`src/rtl/axis_zmod_adc_pkg.sv`:
```
// Shared constants and helpers for the Zmod ADC decimating capture core.
package axis_zmod_adc_pkg;

  localparam int unsigned DEC_CFG_WIDTH = 4;

  // Accumulator must hold 2^dec_log2_max full-scale samples without wrapping.
  function automatic int unsigned acc_width(input int unsigned data_width,
                                            input int unsigned dec_log2_max);
    return data_width + dec_log2_max;
  endfunction

  // Each AXIS beat carries two channel lanes, B upper and A lower.
  function automatic int unsigned lane_width(input int unsigned tdata_width);
    return tdata_width / 2;
  endfunction

  // Largest positive two's-complement code for a w-bit sample.
  function automatic int max_code(input int unsigned w);
    return (1 << (w - 1)) - 1;
  endfunction

  // Most negative two's-complement code for a w-bit sample.
  function automatic int min_code(input int unsigned w);
    return -(1 << (w - 1));
  endfunction

endpackage

```
`src/rtl/axis_zmod_adc_acc.sv`:
```
// One channel of the boxcar averager: accumulate, arithmetic-shift on the last sample, restart.
module axis_zmod_adc_acc
  import axis_zmod_adc_pkg::*;
#(
  parameter int unsigned DATA_WIDTH   = 14,
  parameter int unsigned DEC_LOG2_MAX = 8
) (
  input  logic                            aclk,
  input  logic                            areset,
  input  logic                            enable,
  input  logic                            last,
  input  logic        [DEC_CFG_WIDTH-1:0] shift,
  input  logic signed [DATA_WIDTH-1:0]    sample,
  output logic signed [DATA_WIDTH-1:0]    result_c
);

  localparam int unsigned ACC_WIDTH = acc_width(DATA_WIDTH, DEC_LOG2_MAX);

  logic signed [ACC_WIDTH-1:0] acc;
  logic signed [ACC_WIDTH-1:0] sum_c;
  logic signed [ACC_WIDTH-1:0] shifted_c;

  // The block's last sample is folded in combinationally so the result is ready on that same cycle.
  assign sum_c     = acc + ACC_WIDTH'(sample);
  assign shifted_c = sum_c >>> shift;
  assign result_c  = DATA_WIDTH'(shifted_c);

  // Running sum; cleared while disabled and restarted from zero after each block.
  always_ff @(posedge aclk or posedge areset) begin
    if (areset) begin
      acc <= '0;
    end else if (!enable || last) begin
      acc <= '0;
    end else begin
      acc <= sum_c;
    end
  end

endmodule

```
`src/rtl/axis_zmod_adc_dec.sv`:
```
// Zmod ADC DDR capture, per-channel 2^N boxcar decimation and AXI4-Stream output with sticky status.
module axis_zmod_adc_dec
  import axis_zmod_adc_pkg::*;
#(
  parameter int unsigned ADC_DATA_WIDTH   = 14,
  parameter int unsigned AXIS_TDATA_WIDTH = 32,
  parameter int unsigned DEC_LOG2_MAX     = 8
) (
  input  logic                        aclk,
  input  logic                        areset,
  input  logic [ADC_DATA_WIDTH-1:0]   adc_data,
  input  logic                        cfg_enable,
  input  logic [DEC_CFG_WIDTH-1:0]    cfg_dec_log2,
  input  logic                        cfg_clr,
  input  logic                        m_axis_tready,
  output logic                        m_axis_tvalid,
  output logic [AXIS_TDATA_WIDTH-1:0] m_axis_tdata,
  output logic                        sts_overflow,
  output logic [1:0]                  sts_overrange
);

  localparam int unsigned LANE_WIDTH = lane_width(AXIS_TDATA_WIDTH);
  localparam int unsigned CNT_WIDTH  = DEC_LOG2_MAX + 1;

  logic        [ADC_DATA_WIDTH-1:0] iddr_q1;
  logic        [ADC_DATA_WIDTH-1:0] iddr_q2;
  logic signed [ADC_DATA_WIDTH-1:0] cap_a;
  logic signed [ADC_DATA_WIDTH-1:0] cap_b;
  logic signed [ADC_DATA_WIDTH-1:0] res_a_c;
  logic signed [ADC_DATA_WIDTH-1:0] res_b_c;
  logic        [CNT_WIDTH-1:0]      cnt;
  logic        [CNT_WIDTH-1:0]      cnt_mask_c;
  logic        [DEC_CFG_WIDTH-1:0]  n_lat;
  logic        [DEC_CFG_WIDTH-1:0]  n_cfg_c;
  logic        [DEC_CFG_WIDTH-1:0]  n_c;
  logic                             last_c;
  logic                             load_c;
  logic                             drop_c;
  logic        [1:0]                hit_c;

  // Same-edge-pipelined DDR input per bit: rising data re-registered so both halves emerge on one rising edge.
  for (genvar i = 0; i < ADC_DATA_WIDTH; i++) begin : g_iddr
    logic rise_r;
    logic fall_r;
    logic q1_r;
    logic q2_r;

    // Rising-edge capture plus the pipeline stage aligning Q1 with Q2.
    always_ff @(posedge aclk) begin
      rise_r <= adc_data[i];
      q1_r   <= rise_r;
      q2_r   <= fall_r;
    end

    // Falling-edge capture of channel B.
    always_ff @(negedge aclk) begin
      fall_r <= adc_data[i];
    end

    assign iddr_q1[i] = q1_r;
    assign iddr_q2[i] = q2_r;
  end

  // Cap stage: one register on aclk between the IDDR outputs and the datapath.
  always_ff @(posedge aclk) begin
    cap_a <= iddr_q1;
    cap_b <= iddr_q2;
  end

  // Exponent is taken live from the config on a block's first sample and held for the rest of it.
  assign n_cfg_c    = (cfg_dec_log2 > DEC_CFG_WIDTH'(DEC_LOG2_MAX)) ?
                      DEC_CFG_WIDTH'(DEC_LOG2_MAX) : cfg_dec_log2;
  assign n_c        = (cnt == '0) ? n_cfg_c : n_lat;
  assign cnt_mask_c = (CNT_WIDTH'(1) << n_c) - CNT_WIDTH'(1);
  assign last_c     = cfg_enable && (cnt == cnt_mask_c);

  // Shared sample counter and exponent latch for both channels.
  always_ff @(posedge aclk or posedge areset) begin
    if (areset) begin
      cnt   <= '0;
      n_lat <= '0;
    end else if (!cfg_enable) begin
      cnt <= '0;
    end else begin
      if (cnt == '0) begin
        n_lat <= n_cfg_c;
      end
      cnt <= last_c ? '0 : cnt + CNT_WIDTH'(1);
    end
  end

  axis_zmod_adc_acc #(
    .DATA_WIDTH   (ADC_DATA_WIDTH),
    .DEC_LOG2_MAX (DEC_LOG2_MAX)
  ) u_acc_a (
    .aclk     (aclk),
    .areset   (areset),
    .enable   (cfg_enable),
    .last     (last_c),
    .shift    (n_c),
    .sample   (cap_a),
    .result_c (res_a_c)
  );

  axis_zmod_adc_acc #(
    .DATA_WIDTH   (ADC_DATA_WIDTH),
    .DEC_LOG2_MAX (DEC_LOG2_MAX)
  ) u_acc_b (
    .aclk     (aclk),
    .areset   (areset),
    .enable   (cfg_enable),
    .last     (last_c),
    .shift    (n_c),
    .sample   (cap_b),
    .result_c (res_b_c)
  );

  assign load_c = last_c && (!m_axis_tvalid || m_axis_tready);
  assign drop_c = last_c && m_axis_tvalid && !m_axis_tready;

  // Output register: a stalled beat is never overwritten; a result arriving during a stall is dropped.
  always_ff @(posedge aclk or posedge areset) begin
    if (areset) begin
      m_axis_tvalid <= 1'b0;
      m_axis_tdata  <= '0;
    end else if (load_c) begin
      m_axis_tvalid <= 1'b1;
      m_axis_tdata  <= {LANE_WIDTH'(res_b_c), LANE_WIDTH'(res_a_c)};
    end else if (m_axis_tready) begin
      m_axis_tvalid <= 1'b0;
    end
  end

  assign hit_c[0] = cfg_enable && ((32'(cap_a) == max_code(ADC_DATA_WIDTH)) ||
                                   (32'(cap_a) == min_code(ADC_DATA_WIDTH)));
  assign hit_c[1] = cfg_enable && ((32'(cap_b) == max_code(ADC_DATA_WIDTH)) ||
                                   (32'(cap_b) == min_code(ADC_DATA_WIDTH)));

  // Sticky status; a new set event overrides a simultaneous clear.
  always_ff @(posedge aclk or posedge areset) begin
    if (areset) begin
      sts_overflow  <= 1'b0;
      sts_overrange <= 2'b00;
    end else begin
      sts_overflow  <= drop_c | (sts_overflow & ~cfg_clr);
      sts_overrange <= hit_c | (sts_overrange & {2{~cfg_clr}});
    end
  end

endmodule

```
`config.mk`:
```
export PLATFORM = sky130hd
export DESIGN_NAME = axis_zmod_adc_dec
export DESIGN_NICKNAME = d
export VERILOG_FILES = /design/src/rtl/axis_zmod_adc_pkg.sv /design/src/rtl/axis_zmod_adc_acc.sv /design/src/rtl/axis_zmod_adc_dec.sv
export SDC_FILE = /design/constraint.sdc
export NUM_CORES = 1
export LEC_CHECK = 0
export CORE_UTILIZATION = 30
export DETAILED_ROUTE_END_ITERATION = 7
export MAX_ROUTING_LAYER = met4
export PLACE_DENSITY = 0.54
export SLEW_MARGIN = 10
export SYNTH_ARGS = -nofsm -noshare
export SYNTH_HDL_FRONTEND = slang
export SYNTH_HIERARCHICAL = 1
export SYNTH_SLANG_ARGS = --single-unit
```
`constraint.sdc`:
```
create_clock -name aclk -period 8 [get_ports aclk]
set_input_delay 1.6 -clock aclk [delete_from_list [all_inputs] [get_ports aclk]]
set_output_delay 1.6 -clock aclk [all_outputs]
set_load 0.02 [all_outputs]
```
Word-level counts from Yosys, hierarchy flattened
Index checks and enable logic that the tools add are counted.
{ "classes": {"add_sub_neg": 4, "magnitude_cmp": 1, "n_eq_ne": 5, "shifts": 3, "mux": 8, "bitwise_logic": 5, "n_reduce_logical": 15} }
{ "ops": {"columns": ["operator", "count"], "rows": [
  ["equality test 14 bit, second input constant", 4],
  ["adder 22 x 14 -> 22 bit", 2],
  ["2-to-1 mux 22 bit", 2],
  [">>> shifter 22 x 4 -> 14 bit", 2],
  ["2-to-1 mux 9 bit", 2],
  ["adder 9 x 1 -> 9 bit, second input constant", 1],
  ["equality test 9 bit", 1],
  ["logical NOT 9 bit", 1],
  ["left shift 1 x 4 -> 9 bit, first input constant", 1],
  ["subtractor 9 x 2 -> 9 bit, second input constant", 1],
  ["2-to-1 mux 4 bit", 2],
  ["logical AND 1 bit", 6],
  ["> comparator 4 bit, second input constant", 1],
  ["logical OR 1 bit", 4],
  ["logical NOT 1 bit", 3],
  ["bitwise AND 2 bit", 1],
  ["2-to-1 mux 1 bit", 2],
  ["bitwise OR 2 bit", 1],
  ["nonzero test 2 bit", 1],
  ["bitwise AND 1 bit", 1],
  ["NOT 1 bit", 1],
  ["bitwise OR 1 bit", 1]
]} }
{ "totals": {"ff_bits": 175, "out_inout_bits": 36} }

Longest topological paths before layout
Gate-level depths: netlist (run 1).
{ "depth": {"depth_word": 10, "mapped_depth": 20} }

Modules after synthesis
Netlist (run 1), hierarchy kept.
{ "modules_own_cells": {"columns": ["mod", "n_inst", "cells_each", "area_each_um2", "seq_area_each_um2"], "rows": [
  ["axis_zmod_adc_acc", 2, 396, 3051.7, 550.5],
  ["axis_zmod_adc_dec", 1, 325, 4314.1, 2807.7]
]} }

==> impl_metrics.toml, run 1 <==
[synth]
synth_seq_cells = 173
synth.most_common_cell = "nor2_1"
ys_seq_area_frac = 0.375
synth.cell_area_mm2 = 0.0104
synthArstFlopShare = 0.514
avgSynthCellArea_um2 = 9.33
yosys-top-cells-area = "dfrtp_1 21%, dfxtp_1 16%, ha_1 5.4%, nor2_1 4.0%, nand2_1 3.1%"
synthFlopType = "dfrtp_1"
yosysTopAreaCell = "dfrtp_1"
synth_top_area_frac = 0.214
synth_top_cells_by_count = "112 x nor2_1, 89 x dfrtp_1, 85 x nand2_1"
synthCells = 1117
yosysWarnings = 6
synth-edff-count = 0
yosys.cell_types.count = 84
synthesis.nets = 1187

[power_and_ir_drop]
cellLeakagePower_nw = 5.11
p_int_mw = 2.36
seqPwrFrac = 0.244
comb_power_share = 0.540
p_switching_mw = 1.95
swShare = 0.451
ir_worst_vdd_mv = 0.191
clkPwrFrac = 0.216
powerDensity_mw_per_mm2 = 360

[clock_tree]
post_cts_buffers = 0
cts.repair.resized = 0
cts_buffers = 17
postCtsHoldBufs = 0
h-tree-depth = 4
clock_latency_ns = 0.47
clkTransAtPathRegs_ns = 0.09
clk_path_buf_depth = 2
cts_root_buffer = "clkbuf_16"
cts_tree = "yes"
cts_sinks = 173

[worst_setup_path]
cp.required_ns = 8.29
r2r-end = "u_acc_b/acc[16]"
ff2ff_path_depth = 14
path_cells = "clkdlybuf4s50_1 > inv_1 > nand3_1 > o21ai_4 > nand3_1 > ha_1 > mux4_2 > xor2_1 > or4_4 > or2_2 > inv_1 > nand2b_1 > nor3_1"
rr_startpoint = "cnt[0]"
end_kind = "flop"
crit_type = "in2reg"
cpMaxStageDelayCell = "nand2b_1"
rrSetupSlack_ns = 2.59
crit_buf_inv = 3
critPathMaxFanout = 22
critPathTopFamily = "simple AND/OR/NAND/NOR gates"
max_stage_delay_ns = 0.84
start_kind = "primary input"
arrival_ns = 6.01

[timing]
skew_ns = 0.0326
setup_viol_count_final = 0
rsz0062_at_grt = "false"
fin_crit_sh = 0.715
maxSlewHeadroom = 0.259
maxSlewViolCount = 0
finalCriticalPeriod_ns = 5.72
tns_ns = 0
finalHoldViolCount = 0
max_clock_freq_mhz = 175
worst_pin_slew_ns = 1.11

[global_route]
grt-ovfl-total = 0
grt_pass1_vias = 8059
grt_antenna_before_repair = 0
grt_use_total = 0.164
grt_max_degree = 68
grt_pass1_wl_mm = 45.1

[floorplan]
die_area_mm2 = 0.0355
num_io_pins = 59
die_h_um = 188
die_x_um = 188
core_area_mm2 = 0.0339
num_rows = 67
initial_core_util = 0.308

[detailed_routing]
drt_iter0_drc = 850
routed-via-count = 8471
post_drt_wl_per_cell_um = 17.5
drc_errors = 0
antenna_left = 0
routed_wl_mm = 28.0
dr.pass1.iters = 5
via_per_inst = 5.29

[min_path]
hold_class = "reg2reg"
holdPathEnd = "cap_b[9]"
worstHoldStart = "g_iddr[9].q2_r"
whs_path_depth = 0

[finish]
fin_util = 0.354
syn_to_final_growth_pct = 15.0
drive_above_1_share = 0.107
regArea_mm2 = 0.00391
diodes = 0
layout.nets = 1211
fillers = 3456
multi_input_area_mm2 = 0.00604

[place]
port_buffers = 58
dp_hpwl_mm = 20.1
gp_congestion = 0.894

[run_status]
run_status = "complete, no violations"

[flow_run]
maxCapViolCount = 0
## layout by cell type (no fill, tap or decap), types with 6 or more instances in the layout
cell type / instances
ha_1: 45
mux2i_1: 28
a311oi_1: 6
nand3_1: 29
and2_1: 11
clkbuf_16: 18
dfxtp_1: 84
a21o_1: 24
xnor2_1: 21
xor2_1: 32
nor3_1: 32
nor2_1: 112
and3_1: 12
nand4_1: 13
a31oi_1: 16
mux2_2: 25
inv_1: 49
dfrtp_1: 89
mux2_4: 20
o21a_1: 12
o21ai_0: 30
mux4_2: 7
a21oi_1: 58
o21ai_1: 11
o2111ai_1: 6
nor4_1: 11
nand2_1: 85
nor2b_1: 23
o211ai_1: 13
clkdlybuf4s50_1: 58
a211oi_1: 32
## worst max-delay path by stage
| stage | from | to | slack, ns | depth (start not counted) |
|---|---|---|---|---|
| detailed placement | adc_data[6] | g_iddr[6].fall_r | 1.82 | 1 |
| CTS | cfg_dec_log2[3] | m_axis_tdata[24] | 2.30 | 12 |
| floorplan | adc_data[0] | g_iddr[0].fall_r | 2.30 | 0 |
| finish | cfg_dec_log2[3] | u_acc_b/acc[16] | 2.28 | 13 |
| global route | cfg_dec_log2[3] | m_axis_tdata[19] | 2.04 | 12 |
| global placement | adc_data[7] | g_iddr[7].fall_r | 1.86 | 1 |
## routing by layer
metal  wire [um]  GRT usage  up-vias
li1            -          -     4127
met4         436     0.0478        0
met1       14100      0.230     4086
met5           0          -        -
met3        1230     0.0317       29
met2       12200      0.239      229
## metrics by stage
stage	total power [mW]	area (um2)	setup WS, ns	hold slack, ns	std cells
2_1_floorplan	2.83	10400	2.30	0.310	1117
3_3_place_gp	3.36	11300	1.86	0.314	1557
3_5_place_dp	3.37	11300	1.82	0.312	1557
4_1_cts	4.31	12000	2.30	0.324	1602
5_1_grt	4.62	12000	2.04	0.327	1602
6_report	4.31	12000	2.28	0.316	1602
## flip-flops by register name, summed over array words and instances, names as in the netlist, 2 cells and up
| register | count |
|---|---|
| cap_a | 14 |
| cap_b | 14 |
| cnt | 9 |
| g_iddr.fall_r | 14 |
| g_iddr.q1_r | 14 |
| g_iddr.q2_r | 14 |
| g_iddr.rise_r | 14 |
| m_axis_tdata | 28 |
| n_lat | 4 |
| sts_overrange | 2 |
| u_acc_a/acc | 22 |
| u_acc_b/acc | 22 |
## cell families (layout without fill, tap and decap cells)
logic type / Yosys count / after routing / share of synthesized area
fa+ha+maj: 47 / 47 / 0.0579
mux: 82 / 82 / 0.100
simple gates: 365 / 365 / 0.174
buf+inv: 112 / 149 / 0.0476
flops: 173 / 173 / 0.375
xor+xnor: 55 / 55 / 0.0477
compound gates: 283 / 283 / 0.197
## final cells by class
type / count / area share
Clock inverter: 28 / 0.0205
Inverter: 40 / 0.0125
Clock buffer: 18 / 0.0376
Timing Repair Buffer: 63 / 0.0516
Sequential cell: 173 / 0.326
Tap cell: 448 / 0.0468
Multi-Input combinational cell: 832 / 0.505
## power by group through the flow
| stage | clock network, mW | logic (mW) | registers, mW |
|---|---|---|---|
| global route | 1.00 | 2.55 | 1.07 |
| finish | 0.930 | 2.33 | 1.05 |
| global placement | 0.0115 | 2.27 | 1.07 |
| CTS | 0.956 | 2.30 | 1.05 |
| detailed placement | 0.0115 | 2.29 | 1.07 |
| floorplan | 0.0115 | 1.76 | 1.05 |
Power figures use the tool's default switching activity.
==> inputs of run 2 (changes only) <==
Clock period 8 ns to 5.8 ns, I/O delays scaled along.
==> impl_metrics.toml, run 2 (synthesis gave the netlist of run 1 again) <==
[finish]
final_cell_mix = "112 x nor2_1, 89 x dfrtp_1, 85 x nand2_1"
largest_reg_flops = 28
fin_util = 0.356
layout.nets = 1221
reg_top3 = "m_axis_tdata x28, u_acc_a/acc x22, u_acc_b/acc x22"
diodes = 0
final_common_cell = "nor2_1"
syn_to_final_growth_pct = 15.8
fin_area_mm2 = 0.0121
regMostFlops = "m_axis_tdata"
drive_above_1_share = 0.114

[global_route]
grt_pass1_vias = 8040
grt_max_degree = 68
grt-ovfl-total = 0
grt_use_total = 0.162
grt_pass1_wl_mm = 44.4
grt_antenna_before_repair = 1

[timing]
rsz0062_at_grt = "false"
maxSlewHeadroom = 0.352
tns_ns = 0
max_clock_freq_mhz = 208
maxSlewViolCount = 0
finalHoldViolCount = 0
fin_crit_sh = 0.829
skew_ns = 0.0331
worst_pin_slew_ns = 0.972
setup_viol_count_final = 0
whs_ns = 0.323
finalCriticalPeriod_ns = 4.81

[worst_setup_path]
rr_startpoint = "cnt[0]"
rrSetupSlack_ns = 0.99
r2r-end = "u_acc_b/acc[15]"
start_kind = "flop"
crit_type = "reg2reg"
cp.required_ns = 6.12
critPathMaxFanout = 22
cpMaxStageDelayCell = "mux4_2"
end_kind = "flop"
max_stage_delay_ns = 0.58
arrival_ns = 5.13
path_cells = "inv_1 > ha_1 > or4b_4 > nor2_2 > a31oi_1 > nand3_1 > ha_1 > mux4_2 > xor2_1 > or4_4 > or2_2 > inv_1 > nand2b_1 > buf_4 > nor2b_1"
ff2ff_path_depth = 15

[floorplan]
die_x_um = 188
num_io_pins = 59
num_rows = 67
core_area_mm2 = 0.0339
die_h_um = 188
initial_core_util = 0.308
die_area_mm2 = 0.0355

[detailed_routing]
drc_errors = 0
dr.pass1.iters = 5
drt_iter0_drc = 695
routed_wl_mm = 27.5
routed-via-count = 8389
antenna_left = 0
post_drt_wl_per_cell_um = 17.1
via_per_inst = 5.20

[min_path]
holdPathEnd = "cap_b[1]"
whs_path_depth = 0
hold_class = "reg2reg"
worstHoldStart = "g_iddr[1].q2_r"

[clock_tree]
cts_root_buffer = "clkbuf_16"
cts_tree = "yes"
clock_latency_ns = 0.46
clkTransAtPathRegs_ns = 0.09
cts_buffers = 17
postCtsHoldBufs = 0
clk_path_buf_depth = 2
h-tree-depth = 4
cts.repair.resized = 0
post_cts_buffers = 0
cts_sinks = 173

[place]
port_buffers = 58
gp_congestion = 0.893
dp_hpwl_mm = 20.1
postPlaceCellArea_mm2 = 0.0114

[power_and_ir_drop]
cellLeakagePower_nw = 5.16
ir_worst_vdd_mv = 0.200
powerDensity_mw_per_mm2 = 492

[run_status]
run_status = "complete, no violations"

[flow_run]
maxCapViolCount = 0
run 2: how the worst max path moves through the flow:
stage,cells after the start,endpoint,from
6_report,15,u_acc_b/acc[15],cnt[0]
5_1_grt,15,u_acc_a/acc[11],cnt[0]
4_1_cts,16,u_acc_a/acc[8],cnt[0]
3_5_place_dp,14,u_acc_b/acc[20],cfg_dec_log2[3]
3_3_place_gp,14,u_acc_b/acc[16],cfg_dec_log2[3]
2_1_floorplan,17,u_acc_a/acc[16],cnt[0]
run 2: layout make-up:
class	instances	area [um2]
Sequential cell	173	3910
Fill cell	3420	21800
Inverter	40	150
Clock buffer	17	425
Clock inverter	29	280
Timing Repair Buffer	73	693
Tap cell	448	561
Multi-Input combinational cell	832	6040
run 2: worst max-delay path: cells and delay by family (launching register included):
kind,cells,cell delay (ns)
AND/OR/NAND/NOR,7,2.18
XOR/XNOR,1,0.16
flip-flops,1,0.44
buffers and inverters,3,0.49
multiplexers,1,0.58
AO/OA/AOI/OAI,1,0.21
adder cells (fa/ha/maj),2,0.61
run 2: where the power goes:
group	internal (mW)	leakage [nW]	switching, mW	total [mW]
Combinational	1.27	2.87	1.94	3.21
Clock	0.629	0.388	0.649	1.28
Sequential	1.36	1.89	0.0889	1.45
run 2: stage by stage:
step / total power [mW] / std cells / setup WS [ns]
finish: 5.94 / 1612 / 0.991
global placement: 4.64 / 1567 / 0.688
floorplan: 3.90 / 1117 / 1.36
global route: 6.37 / 1612 / 0.669
CTS: 5.95 / 1612 / 1.00
detailed placement: 4.65 / 1567 / 0.669
run 2: per-layer routing:
metal | wire [um] | vias to the layer above | GRT usage | part of all wire
met5 | 0 | - | - | 0
met4 | 428 | 0 | 0.0475 | 0.016
met3 | 941 | 31 | 0.0199 | 0.034
met2 | 12300 | 205 | 0.244 | 0.45
met1 | 13900 | 4019 | 0.226 | 0.50
li1 | - | 4134 | - | -
